### src/rtl/usr_serial_tx_pkg.sv
// Shared definitions for the USR serial-load path.
// Mode encodings match the downstream universal shift register.
package usr_pkg;

  localparam logic [1:0] MODE_HOLD  = 2'b00;
  localparam logic [1:0] MODE_RIGHT = 2'b01;
  localparam logic [1:0] MODE_LEFT  = 2'b10;
  localparam logic [1:0] MODE_LOAD  = 2'b11;

  typedef enum logic [1:0] {
    ST_IDLE,
    ST_SHIFT,
    ST_GAP
  } state_t;

endpackage

### src/rtl/usr_serial_tx_if.sv
// Word handshake plus serial/mode lines toward the USR.
// master = word producer side, slave = transmitter side.
interface usr_serial_tx_if #(
  parameter int WIDTH = 4
);

  logic             in_valid;
  logic             in_ready;
  logic [WIDTH-1:0] in_data;
  logic             in_dir;
  logic             ser_bit;
  logic [1:0]       ser_mode;
  logic             busy;
  logic             done;

  modport master (
    output in_valid, in_data, in_dir,
    input  in_ready, ser_bit, ser_mode, busy, done
  );

  modport slave (
    input  in_valid, in_data, in_dir,
    output in_ready, ser_bit, ser_mode, busy, done
  );

endinterface

### src/rtl/usr_serial_tx.sv
// Parallel-to-serial word transmitter feeding a USR serial input.
// One word per handshake, one bit per clock, registered outputs.
module usr_serial_tx
  import usr_pkg::*;
#(
  parameter int WIDTH = 4,
  parameter int GAP   = 0
) (
  input  logic            clk,
  input  logic            rst,
  usr_serial_tx_if.slave  bus
);

  localparam int CW = $clog2(WIDTH);
  localparam logic [CW-1:0] LAST = CW'(WIDTH - 1);
  localparam logic [3:0] GAP_LAST = 4'(GAP);

  state_t           state, state_n;
  logic [CW-1:0]    cnt, cnt_n;
  logic [WIDTH-1:0] sreg, sreg_n;
  logic             dir, dir_n;
  logic [3:0]       gcnt, gcnt_n;
  logic             ready, ready_n;
  logic             sbit, sbit_n;
  logic [1:0]       mode, mode_n;
  logic             busy_q, busy_n;
  logic             done_q, done_n;

  always_ff @(posedge clk) begin
    if (rst) begin
      state  <= ST_IDLE;
      cnt    <= '0;
      sreg   <= '0;
      dir    <= 1'b0;
      gcnt   <= '0;
      ready  <= 1'b1;
      sbit   <= 1'b0;
      mode   <= MODE_HOLD;
      busy_q <= 1'b0;
      done_q <= 1'b0;
    end else begin
      state  <= state_n;
      cnt    <= cnt_n;
      sreg   <= sreg_n;
      dir    <= dir_n;
      gcnt   <= gcnt_n;
      ready  <= ready_n;
      sbit   <= sbit_n;
      mode   <= mode_n;
      busy_q <= busy_n;
      done_q <= done_n;
    end
  end

  // Outputs are computed for the next state so they come out registered.
  always_comb begin
    state_n = state;
    cnt_n   = cnt;
    sreg_n  = sreg;
    dir_n   = dir;
    gcnt_n  = gcnt;
    ready_n = ready;
    sbit_n  = 1'b0;
    mode_n  = MODE_HOLD;
    busy_n  = busy_q;
    done_n  = 1'b0;
    unique case (state)
      ST_IDLE: begin
        ready_n = 1'b1;
        busy_n  = 1'b0;
        if (bus.in_valid && ready) begin
          state_n = ST_SHIFT;
          sreg_n  = bus.in_data;
          dir_n   = bus.in_dir;
          cnt_n   = '0;
          ready_n = 1'b0;
          busy_n  = 1'b1;
          sbit_n  = bus.in_dir ? bus.in_data[WIDTH-1]
                               : bus.in_data[0];
          mode_n  = bus.in_dir ? MODE_LEFT : MODE_RIGHT;
        end
      end
      ST_SHIFT: begin
        if (cnt == LAST) begin
          done_n = 1'b1;
          if (GAP > 0) begin
            state_n = ST_GAP;
            gcnt_n  = '0;
            ready_n = 1'b0;
            busy_n  = 1'b1;
          end else begin
            state_n = ST_IDLE;
            ready_n = 1'b1;
            busy_n  = 1'b0;
          end
        end else begin
          cnt_n  = cnt + CW'(1);
          mode_n = dir ? MODE_LEFT : MODE_RIGHT;
          if (dir) begin
            sreg_n = {sreg[WIDTH-2:0], 1'b0};
            sbit_n = sreg[WIDTH-2];
          end else begin
            sreg_n = {1'b0, sreg[WIDTH-1:1]};
            sbit_n = sreg[1];
          end
        end
      end
      ST_GAP: begin
        // The done cycle counts as gap slot 0.
        if (gcnt == GAP_LAST) begin
          state_n = ST_IDLE;
          ready_n = 1'b1;
          busy_n  = 1'b0;
        end else begin
          gcnt_n = gcnt + 4'd1;
        end
      end
      default: begin
        state_n = ST_IDLE;
        ready_n = 1'b1;
        busy_n  = 1'b0;
      end
    endcase
  end

  assign bus.in_ready = ready;
  assign bus.ser_bit  = sbit;
  assign bus.ser_mode = mode;
  assign bus.busy     = busy_q;
  assign bus.done     = done_q;

endmodule

### src/flat_wrapper.sv
// flat-port wrapper written by rule: the top's interface ports become plain ports
module usr_serial_tx_flat import usr_pkg::*;
#(
  parameter int WIDTH = 4,
  parameter int GAP   = 0
)
  (clk, rst, bus_in_valid, bus_in_data, bus_in_dir, bus_in_ready, bus_ser_bit, bus_ser_mode, bus_busy, bus_done);
  usr_serial_tx_if #(.WIDTH(WIDTH)) bus_i ();
  input  logic clk;
  input  logic rst;
  input wire logic [$bits(bus_i.in_valid)-1:0] bus_in_valid;
  input wire logic [$bits(bus_i.in_data)-1:0] bus_in_data;
  input wire logic [$bits(bus_i.in_dir)-1:0] bus_in_dir;
  output wire logic [$bits(bus_i.in_ready)-1:0] bus_in_ready;
  output wire logic [$bits(bus_i.ser_bit)-1:0] bus_ser_bit;
  output wire logic [$bits(bus_i.ser_mode)-1:0] bus_ser_mode;
  output wire logic [$bits(bus_i.busy)-1:0] bus_busy;
  output wire logic [$bits(bus_i.done)-1:0] bus_done;
  assign bus_i.in_valid = bus_in_valid;
  assign bus_i.in_data = bus_in_data;
  assign bus_i.in_dir = bus_in_dir;
  assign bus_in_ready = bus_i.in_ready;
  assign bus_ser_bit = bus_i.ser_bit;
  assign bus_ser_mode = bus_i.ser_mode;
  assign bus_busy = bus_i.busy;
  assign bus_done = bus_i.done;
  usr_serial_tx #(.WIDTH(WIDTH), .GAP(GAP)) u_core (.clk(clk), .rst(rst), .bus(bus_i));
endmodule
### config.mk
export PLATFORM = sky130hd
export DESIGN_NAME = usr_serial_tx_flat
export DESIGN_NICKNAME = d
export VERILOG_FILES = /design/src/rtl/usr_serial_tx_pkg.sv /design/src/rtl/usr_serial_tx_if.sv /design/src/rtl/usr_serial_tx.sv /design/src/flat_wrapper.sv
export SDC_FILE = /design/constraint.sdc
export NUM_CORES = 1
export LEC_CHECK = 0
export ABC_CLOCK_PERIOD_IN_PS = 1800
export BUFFER_PORTS_ARGS = -buffer_cell sky130_fd_sc_hd__buf_2
export CAP_MARGIN = 20
export CORE_MARGIN = 1
export CORE_UTILIZATION = 45
export DETAILED_ROUTE_END_ITERATION = 10
export GPL_ROUTABILITY_DRIVEN = 0
export PLACE_DENSITY_LB_ADDON = 0.15
export SYNTH_ARGS = -nofsm -noshare
export SYNTH_HDL_FRONTEND = slang
export SYNTH_SLANG_ARGS = --single-unit
export TNS_END_PERCENT = 30
### constraint.sdc
create_clock -name clk -period 1.8 [get_ports clk]
set_clock_uncertainty 0.2 [all_clocks]
set_input_delay 0.36 -clock clk [delete_from_list [all_inputs] [get_ports clk]]
set_output_delay 0.36 -clock clk [all_outputs]
set_load 0.05 [all_outputs]
==> impl_metrics.py <==
metrics = {
    "outcome": {
        "status": "finished clean",
    },
    "floorplan": {
        "rows": 13,
        "io_pins": 14,
        "start_util_pct": 48.4,
        "die_h_um": 39.2,
        "die_area_um2": 1530,
        "die_w_um": 39.2,
        "core_um2": 1280,
    },
    "cts": {
        "numCtsBuffers": 3,
        "cts_hold_buf": 0,
        "cts.clk_slew.worst_paths_ns": 0.09,
        "cts_tree": "yes",
        "numClockSinks": 14,
        "ctsResizeCount": 0,
        "clockBufferDepth": 2,
        "post-cts-setup-buffers": 0,
        "clockRootBuffer": "clkbuf_4",
        "htree_levels": 1,
        "insertion_delay_ns": 0.29,
    },
    "yosys": {
        "yosysMostFrequentCell": "dfxtp_1",
        "netlist_area_um2": 622,
        "synthFlopType": "dfxtp_1",
        "async_flop_share_pct": 0,
        "syn_inst": 69,
        "seq_area_frac_synth_pct": 45.1,
        "yosysWarnings": 0,
        "syn_nets": 79,
        "synthTopCellsByArea": "dfxtp_1 (45%), a21oi_1 (5.6%), a211oi_1 (4.8%)",
        "synth-seq-cells": 14,
        "syn_area_per_cell_um2": 9.01,
        "synth_common_cells": "dfxtp_1 (14), a21oi_1 (7), nand2_1 (7)",
        "netlist.area_leader.share_pct": 45.1,
        "synth_cell_type_count": 23,
        "synth_edf_count": 0,
        "synth_top_area_cell": "dfxtp_1",
    },
    "hold_path": {
        "hold_end": "u_core.sreg[2]",
        "whs_path_depth": 3,
        "holdCritStartpoint": "bus_in_data[2]",
        "worst_hold_path_type": "in2reg",
    },
    "route": {
        "drt-initial-drc-count": 2,
        "wirelength_um": 1140,
        "dr.pass1.iters": 4,
        "post_drt_wl_per_cell_um": 11.6,
        "vias": 505,
        "vias_per_cell": 5.15,
        "drcViolationCount": 0,
        "antenna_left": 0,
    },
    "power_and_ir_drop": {
        "p_switching_mw": 0.210,
        "powerDensity_nw_per_um2": 1010,
        "intPower_mw": 0.514,
        "clkPwrFrac_pct": 31.5,
        "p_seq_share_pct": 49.3,
        "p_leak_nw": 0.313,
        "vdd_drop_max_uv": 490,
        "comb_power_share_pct": 19.2,
        "p_sw_share_pct": 29.0,
    },
    "grt": {
        "antenna_found_initial": 0,
        "grt_pass1_wl_um": 1680,
        "grt_max_degree": 15,
        "grt_use_total_pct": 17.1,
        "grt_pass1_vias": 405,
        "grt_overflow": 0,
    },
    "final_layout": {
        "antenna_cells": 0,
        "drive_gt1_share_pct": 24.1,
        "largest-register": "u_core.sreg",
        "fin_util_pct": 55.9,
        "largest_reg_flops": 4,
        "area_growth_pct": 15.5,
        "nets": 94,
    },
    "critical_path": {
        "rr_startpoint": "u_core.cnt[0]",
        "slowest_delay_ns": 0.37,
        "path_max_fanout": 4,
        "crit_required_ns": 1.24,
        "start_kind": "flop",
        "r2r_end": "u_core.sreg[1]",
        "path_delay_family": "flip-flops",
        "ff2ff_setup_slack_ns": 0.36,
        "critPathKind": "reg2out",
        "arrival_ns": 0.93,
        "end_kind": "primary output",
        "crit_buf_inv": 1,
        "crit_chain": "buf_2",
        "slowest_stage": "dfxtp_1",
        "path_depth": 1,
        "ff2ff_path_depth": 4,
    },
    "timing": {
        "finalCritPeriodShare_pct": 82.6,
        "finalSetupTns_ns": 0,
        "rsz0062_at_grt": "no",
        "fmax_ghz": 0.673,
        "drv_slew": 0,
        "worst_slew_pin_slew_ns": 0.290,
        "setup_viol": 0,
        "slew_headroom_pct": 80.7,
        "worst_hold_slack_ns": 0.159,
        "hold_viol": 0,
        "period_needed_ns": 1.49,
    },
    "job": {
        "maxCapViolations": 0,
    },
    "place": {
        "port_buffers": 13,
        "hpwl_um": 836,
    },
}
-- stage by stage --
step	area, µm²	worst slack, ns	power, mW	std cells
3_5_place_dp	682	0.381	0.504	94
4_1_cts	718	0.299	0.732	98
6_report	718	0.313	0.724	98
5_1_grt	718	0.251	0.764	98
3_3_place_gp	682	0.366	0.503	94
2_1_floorplan	622	0.273	0.475	69
-- cell type report --
class / count / area [µm²]
Fill cell: 125 / 567
Multi-Input combinational cell: 51 / 310
Sequential cell: 14 / 280
Timing Repair Buffer: 14 / 72.6
Clock buffer: 4 / 36.3
Tap cell: 15 / 18.8
-- worst register-to-register path, cell delays in order, from the launching register on --
cell,delay [ns]
dfxtp_1,0.34
ha_1,0.20
nand2b_1,0.24
a211oi_1,0.27
nor4_1,0.07
-- power groups by stage --
stage	registers, mW	logic (mW)	clock network [mW]
4_1_cts	0.357	0.140	0.235
3_5_place_dp	0.364	0.139	0
6_report	0.357	0.139	0.228
2_1_floorplan	0.384	0.0911	0
5_1_grt	0.361	0.151	0.252
3_3_place_gp	0.364	0.139	0
-- worst max path at each step --
| stage | from | endpoint | slack, ns |
|---|---|---|---|
| 2_1_floorplan | u_core.bus.in_ready | u_core.sreg[1] | 0.27 |
| 3_3_place_gp | u_core.cnt[0] | u_core.sreg[1] | 0.37 |
| 3_5_place_dp | u_core.cnt[0] | u_core.sreg[2] | 0.38 |
| 4_1_cts | u_core.bus.in_ready | bus_in_ready | 0.30 |
| 5_1_grt | u_core.cnt[0] | u_core.sreg[2] | 0.25 |
| 6_report | u_core.bus.in_ready | bus_in_ready | 0.31 |
-- kinds of logic after synthesis --
kind of cell               Yosys count  share of synthesized area, %
buffers and inverters                4                          5.03
muxes                                3                          5.03
adders and majority gates            2                          4.02
and+or+nand+nor                     32                          27.4
DFF                                 14                          45.1
AOI/OAI and AO/OA                   14                          13.5
-- routing by layer --
layer	global-route usage [%]	vias up	share of wire [%]
met5	0	-	0
met4	5.17	0	1.4
met3	8.67	3	4.7
met2	28.7	12	43
met1	18.5	222	51
li1	-	268	-
-- cell usage in the layout, fill, tap and decap left out --
cell	n
nor2_1	5
nor4_1	2
and2b_2	1
a21oi_1	7
ha_1	2
and2_1	1
nand2_1	7
nand2b_1	3
a211oi_1	4
buf_4	1
nand3b_1	1
mux2_2	1
o21ai_0	2
and3b_1	1
clkbuf_4	3
nand3_1	2
mux2i_1	2
clkbuf_8	1
dfxtp_1	14
or2b_1	1
nor2b_1	4
nor3_1	4
o22a_1	1
buf_2	13
Note: power is estimated with default switching activity, not from simulation.
